--- src/rtl/sample_decimator.sv ---
// Multi-channel audio decimator: power-of-two window, pick-last or floor-average,
// one output register stage with hold-until-accepted and overrun flagging.

module sample_decimator_lane #(
  parameter int DATA_SIZE = 24,
  parameter int MAX_LOG2  = 4,
  parameter int LW        = 3
) (
  input  logic                 clk,
  input  logic                 rst_n,
  input  logic                 load,
  input  logic                 first,
  input  logic                 avg,
  input  logic [LW-1:0]        shift,
  input  logic [DATA_SIZE-1:0] sample,
  output logic [DATA_SIZE-1:0] result
);
  localparam int AW = DATA_SIZE + MAX_LOG2;

  logic signed [AW-1:0] acc;
  logic signed [AW-1:0] sum;

  // First frame of a window loads rather than adds, so no separate clear is needed.
  assign sum    = (first ? '0 : acc) + {{MAX_LOG2{sample[DATA_SIZE-1]}}, sample};
  assign result = avg ? DATA_SIZE'(sum >>> shift) : sample;

  always_ff @(posedge clk or negedge rst_n) begin
    if (!rst_n)    acc <= '0;
    else if (load) acc <= sum;
  end
endmodule

module sample_decimator #(
  parameter int DATA_SIZE = 24,
  parameter int CHANNELS  = 2,
  parameter int MAX_LOG2  = 4,
  parameter int LW        = $clog2(MAX_LOG2 + 1)
) (
  input  logic                          clk,
  input  logic                          rst_n,
  input  logic                          in_valid,
  input  logic [CHANNELS*DATA_SIZE-1:0] audio_data_in,
  input  logic [LW-1:0]                 factor_log2,
  input  logic                          avg_mode,
  input  logic                          out_ready,
  output logic                          out_valid,
  output logic [CHANNELS*DATA_SIZE-1:0] audio_data_out,
  output logic                          overrun
);
  localparam int CW = MAX_LOG2;

  logic [CW-1:0]                          cnt;
  logic [CW-1:0]                          last_idx;
  logic [LW-1:0]                          req_log2, lat_log2, eff_log2;
  logic                                   lat_avg, eff_avg;
  logic                                   first, produce;
  logic [CHANNELS-1:0][DATA_SIZE-1:0]     frame_in, lane_res, out_data;

  assign frame_in = audio_data_in;
  assign req_log2 = (factor_log2 > LW'(MAX_LOG2)) ? LW'(MAX_LOG2) : factor_log2;
  assign first    = (cnt == '0);

  // The frame that opens a window already runs with the newly requested settings.
  assign eff_log2 = first ? req_log2 : lat_log2;
  assign eff_avg  = first ? avg_mode : lat_avg;
  assign last_idx = (CW'(1) << eff_log2) - CW'(1);
  assign produce  = in_valid && (cnt == last_idx);

  always_ff @(posedge clk or negedge rst_n) begin
    if (!rst_n) begin
      cnt      <= '0;
      lat_log2 <= '0;
      lat_avg  <= 1'b0;
    end else if (in_valid) begin
      cnt <= produce ? '0 : cnt + CW'(1);
      if (first) begin
        lat_log2 <= req_log2;
        lat_avg  <= avg_mode;
      end
    end
  end

  for (genvar k = 0; k < CHANNELS; k++) begin : g_lane
    sample_decimator_lane #(
      .DATA_SIZE(DATA_SIZE),
      .MAX_LOG2 (MAX_LOG2),
      .LW       (LW)
    ) u_lane (
      .clk   (clk),
      .rst_n (rst_n),
      .load  (in_valid),
      .first (first),
      .avg   (eff_avg),
      .shift (eff_log2),
      .sample(frame_in[k]),
      .result(lane_res[k])
    );
  end

  always_ff @(posedge clk or negedge rst_n) begin
    if (!rst_n) begin
      out_valid <= 1'b0;
      out_data  <= '0;
      overrun   <= 1'b0;
    end else begin
      overrun <= produce && out_valid && !out_ready;
      if (produce) begin
        out_valid <= 1'b1;
        out_data  <= lane_res;
      end else if (out_ready) begin
        out_valid <= 1'b0;
      end
    end
  end

  assign audio_data_out = out_data;
endmodule

--- config.mk ---
export PLATFORM = sky130hd
export DESIGN_NAME = sample_decimator
export DESIGN_NICKNAME = d
export VERILOG_FILES = /design/src/rtl/sample_decimator.sv
export SDC_FILE = /design/constraint.sdc
export NUM_CORES = 1
export LEC_CHECK = 0
export BUFFER_PORTS_ARGS = -buffer_cell sky130_fd_sc_hd__buf_2
export CAP_MARGIN = 15
export CORE_MARGIN = 8
export CORE_UTILIZATION = 30
export DETAILED_ROUTE_END_ITERATION = 10
export HOLD_SLACK_MARGIN = 0.12
export SYNTH_ARGS = -nofsm -noshare
export SYNTH_HDL_FRONTEND = slang
export SYNTH_HIERARCHICAL = 1
export SYNTH_SLANG_ARGS = --single-unit
--- constraint.sdc ---
create_clock -name clk -period 8.25 [get_ports clk]
set_input_delay 0.4125 -clock clk [delete_from_list [all_inputs] [get_ports clk]]
set_output_delay 0.4125 -clock clk [all_outputs]
set_load 0.01 [all_outputs]
==> metrics.log, run 1 <==
[metrics] Hold Path Class: primary input to flop
[metrics] core area: 36350 um2
[metrics] Rel. slew slack: 0.2699
[metrics] leftover overflow at the end of global routing: 0
[metrics] CTS sink count: 114
[metrics] TritonCTS Buffers: 17
[metrics] sequential cell area fraction in the yosys report: 0.2594
[metrics] max-slew violation count: 0
[metrics] mean area per synthesized cell: 8.853 um2
[metrics] total number of nets in the final design: approximately 1400
[metrics] Worst Setup Start Kind: flop
[metrics] Data arrival, critical path: 6.12 ns
[metrics] Gates resized, CTS repair: 0
[metrics] async set or reset register ratio after synthesis: 1.000
[metrics] endpoints failing setup: 0
[metrics] M3 GR Usage: 0.03397
[metrics] most frequent standard cell in the layout excluding fill and tap cells: dfrtp_1
[metrics] die boundary height: 207.4 um
[metrics] global-route wire length before repair: roughly 59000 um
[metrics] Detail Route Antenna Nets: 0
[metrics] most used cell, CP: ha_1
[metrics] count of flip-flops with a built-in enable after synthesis: 0
[metrics] met1 Usage GRT: 0.2242
[metrics] register bit total from synthesis: roughly 110
[metrics] accumulated negative setup slack: 0 ns
[metrics] final cycle utilization of the critical path: 0.6952
[metrics] Max Buffers Root-to-Sink: 2
[metrics] io pins: 106
[metrics] most used flip-flop cell after synthesis: dfrtp_1
[metrics] Initial Utilization: 0.3025
[metrics] Die Wd: 207.4 um
[metrics] worst endpoint required time: 8.64 ns
[metrics] minimum clock period: 5.735 ns
[metrics] endpoint kind of the worst setup timing path: flop
[metrics] DR pass1 iterations: 5
[metrics] max-cap violations: 0
[metrics] # H-tree levels: 4
[metrics] highest clock frequency the design can meet: approximately 170 MHz
[metrics] number of warnings issued by yosys: 6
[metrics] clock latency reported for the late side of the worst-skew pair: 0.45 ns
[metrics] count of buffers added by post-CTS timing repair for setup: 0
[metrics] Synth Instances: ~1200
[metrics] DR DRC count: 0
[metrics] Clock Root Buffer: clkbuf_16
[metrics] total length of routed wires: 37370 um
[metrics] Detail Placement HPWL: 27930 um
[metrics] Area growth syn-to-layout: 13.86%
[metrics] post-detailed-route via-to-cell ratio: about 5.7
[metrics] total via count after detailed routing: 10229
[metrics] antenna cells: 0
[metrics] number of distinct library cells after synthesis: 103
[metrics] busiest grt layer: met2
[metrics] total global-route track usage: 0.1703
[metrics] maximum fanout count along the critical path: 31
[metrics] number of buffer cells added on primary ports: 105
[metrics] via count of the first global-routing pass: 10172
[metrics] worst slew pin tran: 1.095 ns
[metrics] maximum cell stage delay along the critical path: 0.89 ns
[metrics] number of rows in the core area: 70
[metrics] number of endpoints with negative hold slack in the final report: 0
[metrics] die area: 43030 um2
[metrics] TritonCTS clock tree: done
[metrics] antenna violations before repair: 0
[metrics] cell area after technology mapping: 11000 um2
[metrics] chain of cells forming the critical path: inv_1 > ha_1 > or3b_4 > inv_2 > buf_4 > nor2b_1 > ha_1 > fa_1 > a211oi_2 > o211ai_1 > a21oi_4 > o21ai_1 > xor2_1 > mux2i_1 > a2111oi_0 > a221o_1 > mux2_4
[metrics] leading cell types in the layout, fill and taps excluded: dfrtp_1, nand2_1, buf_2
[metrics] Max Clock Skew: 0.01320 ns
[metrics] post-synthesis net count: about 1400
[metrics] pin count of the biggest net entering global routing: 61
[metrics] class of the most critical setup path: flop to flop
[metrics] crit path max-delay cell type: a2111oi_0
[metrics] layout cells sized above 1: 0.2362
[metrics] CTS clk-pin slew, worst paths: 0.07 ns
[metrics] Routability Congestion: 0.9327
[metrics] number of inserted filler cells in the final layout: about 3700
[metrics] drt wl/cell: 20.89 um
[metrics] run status: complete, no violations
[metrics] unrepaired setup endpoints after global routing: no
[metrics] iteration-0 DRC count of the detailed router: 936
[metrics] met2 Usage GRT: 0.2636
## cell usage after synthesis (9+ instances only)
library cell,number,area [um2]
ha_1,57,713.2
a31oi_1,17,106.4
mux2_2,48,540.5
xnor2_1,20,175.2
nand2_1,112,420.4
o311ai_0,11,96.34
dfrtp_1,114,2853
mux4_2,15,337.8
mux2i_1,29,290.3
o211ai_1,11,82.58
mux2_4,48,720.7
nand3_1,33,165.2
nor2b_1,45,281.5
a21o_1,17,127.6
inv_1,52,195.2
o221ai_1,21,183.9
and2_1,10,62.56
o21ai_0,48,240.2
a21oi_1,89,445.4
nand4_1,11,68.82
nor2_1,102,382.9
nor3_1,34,170.2
nand2b_1,11,68.82
a211oi_1,13,97.59
clkbuf_1,48,180.2
o31ai_1,16,120.1
xor2_1,22,192.7
buf_2,9,45.04
## area by class of cell
type	instances	area (um2)	share of cell area
multi-input combinational	1001	7620	0.6086
inverter	59	221.5	0.01769
timing repair buffer	115	605.6	0.04837
clock inverter	15	209.0	0.01669
tap	468	585.6	0.04677
clock buffer	17	425.4	0.03398
sequential	114	2853	0.2279
## state kept, by name (all words and copies together) (netlist names)
signal and flops:
out_valid 1, overrun 1, cnt 4, lat_avg 1
audio_data_out 48, lat_log2 3, g_lane.u_lane/acc 56
## logic make-up after synthesis
kind of cell,share of synthesized area
buf+inv,0.04984
simple gates,0.1772
compound gates,0.2319
xor+xnor,0.03892
fa+ha+maj,0.06850
flops,0.2594
mux,0.1742
## layer usage
metal	vias up	part of all wire
met2	463	0.44
met3	99	0.065
met4	0	0.040
met5	-	0
li1	4757	-
met1	4910	0.45
## final timing paths
| path | from | endpoint | slack (ns) | cells past startpoint |
|---|---|---|---|---|
| max in group asynchronous | rst_n | audio_data_out[31]$_DFFE_PN0P_ | 6.28 | 3 |
| min reg2reg | g_lane[1].u_lane/acc[13]$_DFFE_PN0P_ | g_lane[1].u_lane/acc[13]$_DFFE_PN0P_ | 0.50 | 1 |
| max reg2reg | cnt[0]$_DFFE_PN0P_ | audio_data_out[13]$_DFFE_PN0P_ | 2.51 | 17 |
| min in group asynchronous | rst_n | g_lane[0].u_lane/acc[23]$_DFFE_PN0P_ | 0.60 | 2 |
| max | cnt[0]$_DFFE_PN0P_ | audio_data_out[13]$_DFFE_PN0P_ | 2.51 | 17 |
| min | out_ready | overrun$_DFF_PN0_ | 0.25 | 3 |
## stage by stage
step	worst slack (ns)	hold slack (ns)	cells	cell area (um2)	util
3_5_place_dp	2.602	0.4865	1756	11880	0.3267
2_1_floorplan	3.734	0.1169	1242	11000	-
4_1_cts	2.568	0.2355	1789	12520	0.3444
6_report	2.515	0.2468	1789	12520	0.3444
5_1_grt	2.157	0.2551	1789	12520	0.3444
3_3_place_gp	2.776	0.4815	1756	11880	0.3267
## critical path: cells and delay by family (launching register included)
kind                     cells  cell delay, ns
AND/OR/NAND/NOR              2            0.57
multiplexers                 2            0.31
AO/OA/AOI/OAI                6            1.99
buffers and inverters        3            1.07
flip-flops                   1            0.48
adder cells (fa/ha/maj)      3            0.87
XOR/XNOR                     1            0.37
## timing repair
| item | CTS | global route |
|---|---|---|
| hold buffers | 1 | 0 |
| endpoints found under the hold margin | 54 | 0 |
| endpoints found under the setup margin | 0 | 0 |
Power of run 1 is left out: the tool's default activity adds up to more than one toggle a clock period on the data nets, which glitch-free logic cannot reach.
==> run 2: changes to the inputs <==
==> constraint.sdc (replaced) <==
create_clock -name clk -period 5.6 [get_ports clk]
set_input_delay 0.28 -clock clk [delete_from_list [all_inputs] [get_ports clk]]
set_output_delay 0.28 -clock clk [all_outputs]
set_load 0.01 [all_outputs]
==> run 2 against run 1 <==
Compared with the run above:
- sequential cell count unchanged
- via count is 1.3% higher
- worst hold slack worse by 0.0014 ns
- maximum frequency up 11%
- highest routed layer is now met5
==> metrics.log, run 2 (same netlist as run 1, synthesis figures left out) <==
[metrics] run status: complete, no violations
[metrics] RR Endpoint: audio_data_out[5]$_DFFE_PN0P_
[metrics] Data arrival, critical path: 5.50 ns (-0.62 ns)
[metrics] total via count after detailed routing: 10365 (+1.3%)
[metrics] number of buffer cells added on primary ports: 105 (unchanged)
[metrics] number of rows in the core area: 70 (unchanged)
[metrics] cell depth of the worst setup path: 17 (unchanged)
[metrics] most frequent standard cell in the layout excluding fill and tap cells: dfrtp_1
[metrics] post-detailed-route via-to-cell ratio: 5.768 (+0.88%)
[metrics] Rel. slew slack: 0.2163 (-0.05368)
[metrics] FF-to-FF setup slack: 0.43 ns (-2.09 ns)
[metrics] Area growth syn-to-layout: 14.30%
[metrics] TritonCTS Buffers: 17 (unchanged)
[metrics] iteration-0 DRC count of the detailed router: 1039 (+11%)
[metrics] endpoints failing setup: 0 (unchanged)
[metrics] top routing layer in use: met5
[metrics] maximum fanout count along the critical path: 31 (unchanged)
[metrics] Max Buffers Root-to-Sink: 2 (unchanged)
[metrics] Routability Congestion: 0.9668 (+3.7%)
[metrics] total number of nets in the final design: 1432 (+0.63%)
[metrics] minimum clock period: 5.174 ns (-0.5611 ns)
[metrics] DR pass1 iterations: 5 (unchanged)
[metrics] area occupied by multi-input gates: 7620 um2 (unchanged)
[metrics] accumulated negative setup slack: 0 ns (unchanged)
[metrics] post-route insts no fill: 1797 (+0.45%)
[metrics] Die Wd: 207.4 um (unchanged)
[metrics] number of inserted filler cells in the final layout: 3684 (-0.24%)
[metrics] number of hold buffers added after cts: 2 (+1)
[metrics] die boundary height: 207.4 um (unchanged)
[metrics] CTS sink count: 114 (unchanged)
[metrics] endpoint kind of the worst setup timing path: flop
[metrics] critical path's top delay family: compound AO/OA/AOI/OAI gates
[metrics] worst hold start: audio_data_in[5]
[metrics] cell count after placement: 1764 (+0.46%)
[metrics] worst path bufs/invs: 3 (unchanged)
[metrics] maximum cell stage delay along the critical path: 0.49 ns (-0.40 ns)
[metrics] antenna violations before repair: 1 (+1)
[metrics] sum of routed wire segments on met1: 17150 um (+1.6%)
[metrics] io pins: 106 (unchanged)
[metrics] Initial Utilization: 0.3025 (unchanged)
[metrics] max reg flops: 56 (unchanged)
[metrics] leftover overflow at the end of global routing: 0 (unchanged)
[metrics] most used cell, CP: ha_1
[metrics] class of the most critical setup path: flop to flop
[metrics] Seq. cell area: 2853 um2 (unchanged)
[metrics] leading cell types in the layout, fill and taps excluded: dfrtp_1, nand2_1, buf_2
[metrics] Worst Setup Start Kind: flop
[metrics] max-slew violation count: 0 (unchanged)
[metrics] total global-route track usage: 0.1716 (+0.001301)
[metrics] final cycle utilization of the critical path: 0.9239 (+0.2288)
[metrics] Detail Route Antenna Nets: 0 (unchanged)
[metrics] CTS clk-pin slew, worst paths: 0.05 ns (-0.02 ns)
[metrics] antenna cells: 0 (unchanged)
[metrics] instance count along the most critical hold path: 3 (unchanged)
[metrics] worst endpoint required time: 5.92 ns (-2.72 ns)
[metrics] Clock Root Buffer: clkbuf_16
[metrics] Detail Placement HPWL: 28650 um (+2.6%)
[metrics] unrepaired setup endpoints after global routing: no
[metrics] drt wl/cell: 21.14 um (+1.2%)
[metrics] highest clock frequency the design can meet: 193.3 MHz (+11%)
[metrics] startpoint of the lowest-slack register-to-register path: cnt[0]$_DFFE_PN0P_
[metrics] Detail Route met3 WL: 3022 um (+24%)
[metrics] DR DRC count: 0 (unchanged)
[metrics] max-cap violations: 0 (unchanged)
[metrics] chain of cells forming the critical path: inv_1 > ha_1 > or3b_4 > inv_2 > buf_4 > nor2b_1 > ha_1 > fa_1 > a211oi_2 > o211ai_1 > a21boi_0 > xor2_1 > o22ai_1 > a221oi_1 > mux2i_1 > mux2_2 > mux2_4
[metrics] core area: 36350 um2 (unchanged)
[metrics] global-route wire length before repair: 59250 um (+0.75%)
[metrics] pin count of the biggest net entering global routing: 72 (+18%)
[metrics] die area: 43030 um2 (unchanged)
[metrics] worst min-delay path endpoint: audio_data_out[5]$_DFFE_PN0P_
[metrics] Biggest register: g_lane.u_lane/acc
[metrics] Hold Path Class: primary input to flop
[metrics] Gates resized, CTS repair: 0 (unchanged)
[metrics] via count of the first global-routing pass: 10098 (-0.73%)
[metrics] # H-tree levels: 4 (unchanged)
[metrics] total length of routed wires: 37980 um (+1.6%)
[metrics] Critical Path Source: cnt[0]$_DFFE_PN0P_
[metrics] layout cells sized above 1: 0.2393 (+0.003093)
[metrics] clock latency reported for the late side of the worst-skew pair: 0.44 ns (about the same)
[metrics] number of endpoints with negative hold slack in the final report: 0 (unchanged)
[metrics] Worst Reg2Reg Path Length in Cells: 17 (unchanged)
[metrics] worst slew pin tran: 1.161 ns (+0.06578 ns)
[metrics] count of buffers added by post-CTS timing repair for setup: 0 (unchanged)
[metrics] TritonCTS clock tree: done
[metrics] crit path max-delay cell type: fa_1
[metrics] total met2 wirelength after detailed routing: 16770 um (+1.3%)
[metrics] Max Clock Skew: 0.01228 ns (-0.0009165 ns)
[run 2: cell types whose count changed in the layout (fill, tap and decap cells not counted), sizes merged]
cell / change
inv: -1
bufinv: -1
buf: +8
clkinv: -3
clkinvlp: -1
dlygate4sd3: +1
clkbuf: +5
[run 2: worst reg2reg max path, stage by stage, from the launching register on]
cell and delay [ns]:
dfrtp_1 0.47, inv_1 0.11, ha_1 0.15, or3b_4 0.47, inv_2 0.16, buf_4 0.39, nor2b_1 0.12, ha_1 0.24
fa_1 0.49, a211oi_2 0.25, o211ai_1 0.18, a21boi_0 0.27, xor2_1 0.36, o22ai_1 0.15, a221oi_1 0.49, mux2i_1 0.18
mux2_2 0.30, mux2_4 0.27
[run 2: worst max-delay path by stage]
stage | to | slack, ns
after global routing | audio_data_out[5]$_DFFE_PN0P_ | 0.15
final | audio_data_out[5]$_DFFE_PN0P_ | 0.43
after detailed placement | audio_data_out[5]$_DFFE_PN0P_ | 0.50
after floorplan | audio_data_out[32]$_DFFE_PN0P_ | 1.08
after CTS | audio_data_out[5]$_DFFE_PN0P_ | 0.48
after global placement | audio_data_out[13]$_DFFE_PN0P_ | 0.58
[run 2: final cells by class]
cell class,count,share of cell area
inverter,59,0.01762
clock buffer,22,0.03853
clock inverter,9,0.01025
timing repair buffer,124,0.05376
multi-input combinational,1001,0.6063
sequential,114,0.2270
tap,468,0.04659
[run 2: routing by layer]
layer | GRT usage | up-vias
li1 | - | 4769
met1 | 0.2346 | 5030
met2 | 0.2586 | 487
met3 | 0.04046 | 77
met4 | 0.06507 | 2
met5 | 0 | -
[run 2: through the flow]
stage / instance area [um2] / hold WS, ns / setup slack, ns / util
after floorplan: 11000 / -0.01559 / 1.084 / -
after global placement: 11940 / 0.4180 / 0.5776 / 0.3284
after detailed placement: 11940 / 0.4288 / 0.5045 / 0.3284
after CTS: 12570 / 0.2292 / 0.4766 / 0.3458
after global routing: 12570 / 0.2490 / 0.1540 / 0.3458
final: 12570 / 0.2454 / 0.4260 / 0.3458
Power of run 2 is left out for the same reason.
==> run 3: changes to the inputs <==
--- a/config.mk
+++ b/config.mk
@@ -5,6 +5,7 @@
 export SDC_FILE = /design/constraint.sdc
 export NUM_CORES = 1
 export LEC_CHECK = 0
+export ABC_AREA = 1
 export BUFFER_PORTS_ARGS = -buffer_cell sky130_fd_sc_hd__buf_2
 export CAP_MARGIN = 15
 export CORE_MARGIN = 8
==> run 3 against run 2 <==
Compared with the run above:
- design area increased by 8.9%
- die area increased by 10%
- first-iteration DRC count increased by 3.4%
- synthesized cell count increased by 61%
- sequential cell count did not move
- count of clock-buffer cells in the layout down 2
- setup slack improved by 0.87 ns
- final cell count up 45%
- sequential share of layout area is 1.8 points lower
- utilization down 0.76 points
==> metrics.log, run 3 <==
[metrics] endpoint kind of the worst setup timing path: flop
[metrics] leading cell types in the layout, fill and taps excluded: nand2_1, nand3_1, inv_1
[metrics] run status: complete, no violations
[metrics] met1 Usage GRT: 0.2364 (+0.001834)
[metrics] Rel. slew slack: 0.3032 (+0.08692)
[metrics] Clock Root Buffer: clkbuf_16
[metrics] unrepaired setup endpoints after global routing: no
[metrics] register bit total from synthesis: 114 (unchanged)
[metrics] Max Buffers Root-to-Sink: 2 (unchanged)
[metrics] endpoints failing setup: 0 (unchanged)
[metrics] Initial Utilization: 0.3013 (-0.001257)
[metrics] post-synthesis net count: 2109 (+55%)
[metrics] Setup WS post-layout: 1.291 ns (+0.8650 ns)
[metrics] die area: 47340 um2 (+10%)
[metrics] worst slew pin tran: 1.045 ns (-0.1156 ns)
[metrics] TritonCTS clock tree: done
[metrics] Synth top area share: 0.2340 (-0.02541)
[metrics] number of buffer cells added on primary ports: 105 (unchanged)
[metrics] number of distinct library cells after synthesis: 42 (-59%)
[metrics] maximum fanout count along the critical path: 32 (+3.2%)
[metrics] cell area after technology mapping: 12190 um2 (+11%)
[metrics] most used flip-flop cell after synthesis: dfrtp_1
[metrics] die boundary height: 217.6 um (+4.9%)
[metrics] max-cap violations: 0 (unchanged)
[metrics] DR pass1 iterations: 5 (unchanged)
[metrics] total via count after detailed routing: 12798 (+23%)
[metrics] total number of nets in the final design: 2175 (+52%)
[metrics] global-route wire length before repair: 66270 um (+12%)
[metrics] antenna cells: 0 (unchanged)
[metrics] Biggest register: g_lane.u_lane/acc
[metrics] pin count of the biggest net entering global routing: 70 (-2.8%)
[metrics] Detail Placement HPWL: 32760 um (+14%)
[metrics] number of endpoints with negative hold slack in the final report: 0 (unchanged)
[metrics] via count of the first global-routing pass: 12275 (+22%)
[metrics] final cycle utilization of the critical path: 0.7695 (-0.1545)
[metrics] FF-to-FF setup slack: 1.29 ns (+0.87 ns)
[metrics] most used cell, CP: nand3_1
[metrics] post-detailed-route via-to-cell ratio: 4.913 (-15%)
[metrics] worst hold start: audio_data_in[16]
[metrics] count of flip-flops with a built-in enable after synthesis: 0 (unchanged)
[metrics] class of the most critical setup path: flop to flop
[metrics] tightest hold margin: 0.2158 ns (-0.02960 ns)
[metrics] maximum cell stage delay along the critical path: 0.57 ns (+0.08 ns)
[metrics] worst endpoint required time: 5.92 ns (about the same)
[metrics] count of buffers added by post-CTS timing repair for setup: 0 (unchanged)
[metrics] Detail Route Antenna Nets: 0 (unchanged)
[metrics] instance count along the most critical hold path: 5 (+2)
[metrics] minimum clock period: 4.309 ns (-0.8650 ns)
[metrics] Die Wd: 217.6 um (+4.9%)
[metrics] chain of cells forming the critical path: inv_1 > ha_1 > nand2_4 > inv_2 > buf_4 > nor2_1 > fa_1 > nand3_1 > nand3_1 > nand2_1 > nand2_2 > nand2_1 > nand3_1 > nand2_1 > nand3_1 > nand3_1 > nand3_1 > nand3_1 > nand2_1 > nand3_1 > nand2_2
[metrics] Worst Reg2Reg Path Length in Cells: 21 (+4)
[metrics] crit path max-delay cell type: inv_2
[metrics] max reg flops: 56 (unchanged)
[metrics] layout cells sized above 1: 0.1481 (-0.09118)
[metrics] Routability Congestion: 0.9516 (-1.6%)
[metrics] mean area per synthesized cell: 6.113 um2 (-31%)
[metrics] core area: 40460 um2 (+11%)
[metrics] drt wl/cell: 15.89 um (-25%)
[metrics] Gates resized, CTS repair: 0 (unchanged)
[metrics] number of inserted filler cells in the final layout: 4486 (+22%)
[metrics] ranking of synthesized cells by area: dfrtp_1, nand2_1, nand3_1
[metrics] startpoint of the lowest-slack register-to-register path: cnt[0]$_DFFE_PN0P_
[metrics] leftover overflow at the end of global routing: 0 (unchanged)
[metrics] dpl ws: 1.326 ns (+0.8215 ns)
[metrics] io pins: 106 (unchanged)
[metrics] Area growth syn-to-layout: 12.25%
[metrics] # H-tree levels: 4 (unchanged)
[metrics] worst min-delay path endpoint: audio_data_out[16]$_DFFE_PN0P_
[metrics] clock latency reported for the late side of the worst-skew pair: 0.44 ns (about the same)
[metrics] total global-route track usage: 0.1740 (+0.002491)
[metrics] most used standard cells in the synthesized netlist: nand2_1, nand3_1, inv_1, nor2_1, dfrtp_1
[metrics] Worst Setup Start Kind: flop
[metrics] Synth Instances: 1994 (+61%)
[metrics] DR DRC count: 0 (unchanged)
[metrics] sequential cell area fraction in the yosys report: 0.2340 (-0.02541)
[metrics] Yosys top cell by area: dfrtp_1
[metrics] Hold Path Class: primary input to flop
[metrics] end-of-flow core utilization: 0.3381 (-0.007636)
[metrics] iteration-0 DRC count of the detailed router: 1074 (+3.4%)
[metrics] most frequent standard cell in the layout excluding fill and tap cells: nand2_1
[metrics] highest clock frequency the design can meet: 232.1 MHz (+20%)
[metrics] busiest grt layer: met2
[metrics] most frequent cell after synthesis: nand2_1
[metrics] number of warnings issued by yosys: 6 (unchanged)
[metrics] total length of routed wires: 41390 um (+9.0%)
[metrics] RR Endpoint: audio_data_out[45]$_DFFE_PN0P_
[metrics] Max Clock Skew: 0.01297 ns (+0.0006890 ns)
[metrics] accumulated negative setup slack: 0 ns (unchanged)
[metrics] number of rows in the core area: 74 (+5.7%)
[metrics] CTS clk-pin slew, worst paths: 0.06 ns (about the same)
[metrics] max-slew violation count: 0 (unchanged)
[metrics] Data arrival, critical path: 4.63 ns (-0.87 ns)
[metrics] M3 GR Usage: 0.02067 (-0.01979)
[metrics] antenna violations before repair: 1 (unchanged)
[metrics] met2 Usage GRT: 0.2843 (+0.02571)
[metrics] TritonCTS Buffers: 17 (unchanged)
[metrics] async set or reset register ratio after synthesis: 1.000 (unchanged)
[metrics] CTS sink count: 114 (unchanged)
[run 3: cell count changes after synthesis, sizes merged, moves of 36 or more]
cell,before,now
nand2,113,711
nand3,34,369
inv,57,301
mux2,96,0
nor2,102,178
a21oi,96,36
nor2b,45,0
buf,20,56
[run 3: what timing repair did]
action                                  CTS  global route
endpoints found under the setup margin    0             0
endpoints found under the hold margin    47             0
hold buffers                              2             0
[run 3: cell families after synthesis]
group | Yosys count | synth area share
adders and majority gates | 59 | 0.06179
buffers and inverters | 378 | 0.1310
muxes | 4 | 0.003285
xor gates and xnor gates | 21 | 0.01509
and+or+nand+nor | 1291 | 0.4956
AOI/OAI and AO/OA | 127 | 0.05923
DFF | 114 | 0.2340
[run 3: area by class of cell]
class,count,area (um2),area share
Multi-Input combinational cell,1502,7751,0.5665
Sequential cell,114,2853,0.2085
Inverter,305,1145,0.08368
Tap cell,532,665.6,0.04865
Timing Repair Buffer,120,645.6,0.04719
Clock buffer,20,466.7,0.03411
Clock inverter,12,155.1,0.01134
[run 3: how the worst max path moves through the flow]
stage,to,depth (start not counted),slack [ns],start
2_1_floorplan,audio_data_out[10]$_DFFE_PN0P_,23,2.21,cnt[0]$_DFFE_PN0P_
3_3_place_gp,audio_data_out[36]$_DFFE_PN0P_,21,1.35,cnt[0]$_DFFE_PN0P_
3_5_place_dp,audio_data_out[36]$_DFFE_PN0P_,21,1.33,cnt[0]$_DFFE_PN0P_
4_1_cts,audio_data_out[46]$_DFFE_PN0P_,21,1.33,cnt[0]$_DFFE_PN0P_
5_1_grt,audio_data_out[36]$_DFFE_PN0P_,21,0.99,cnt[0]$_DFFE_PN0P_
6_report,audio_data_out[45]$_DFFE_PN0P_,21,1.29,cnt[0]$_DFFE_PN0P_
[run 3: layer usage]
metal	vias to the layer above	wire length, um	part of all wire
met2	394	18980	0.46
met3	56	2373	0.057
li1	6425	-	-
met4	0	938	0.023
met1	5923	19100	0.46
met5	-	0	0
[run 3: through the flow]
stage	cells	area (um2)
6_report	2605	13680
2_1_floorplan	1994	12190
3_5_place_dp	2571	13040
4_1_cts	2605	13680
5_1_grt	2605	13680
3_3_place_gp	2571	13040
[run 3: worst max-delay path, delay by kind of cell (launching register included)]
kind | cells | cell delay (ns)
buf+inv | 3 | 1.10
flops | 1 | 0.43
simple gates | 16 | 1.84
fa+ha+maj | 2 | 0.79
Power of run 3 is left out for the same reason.
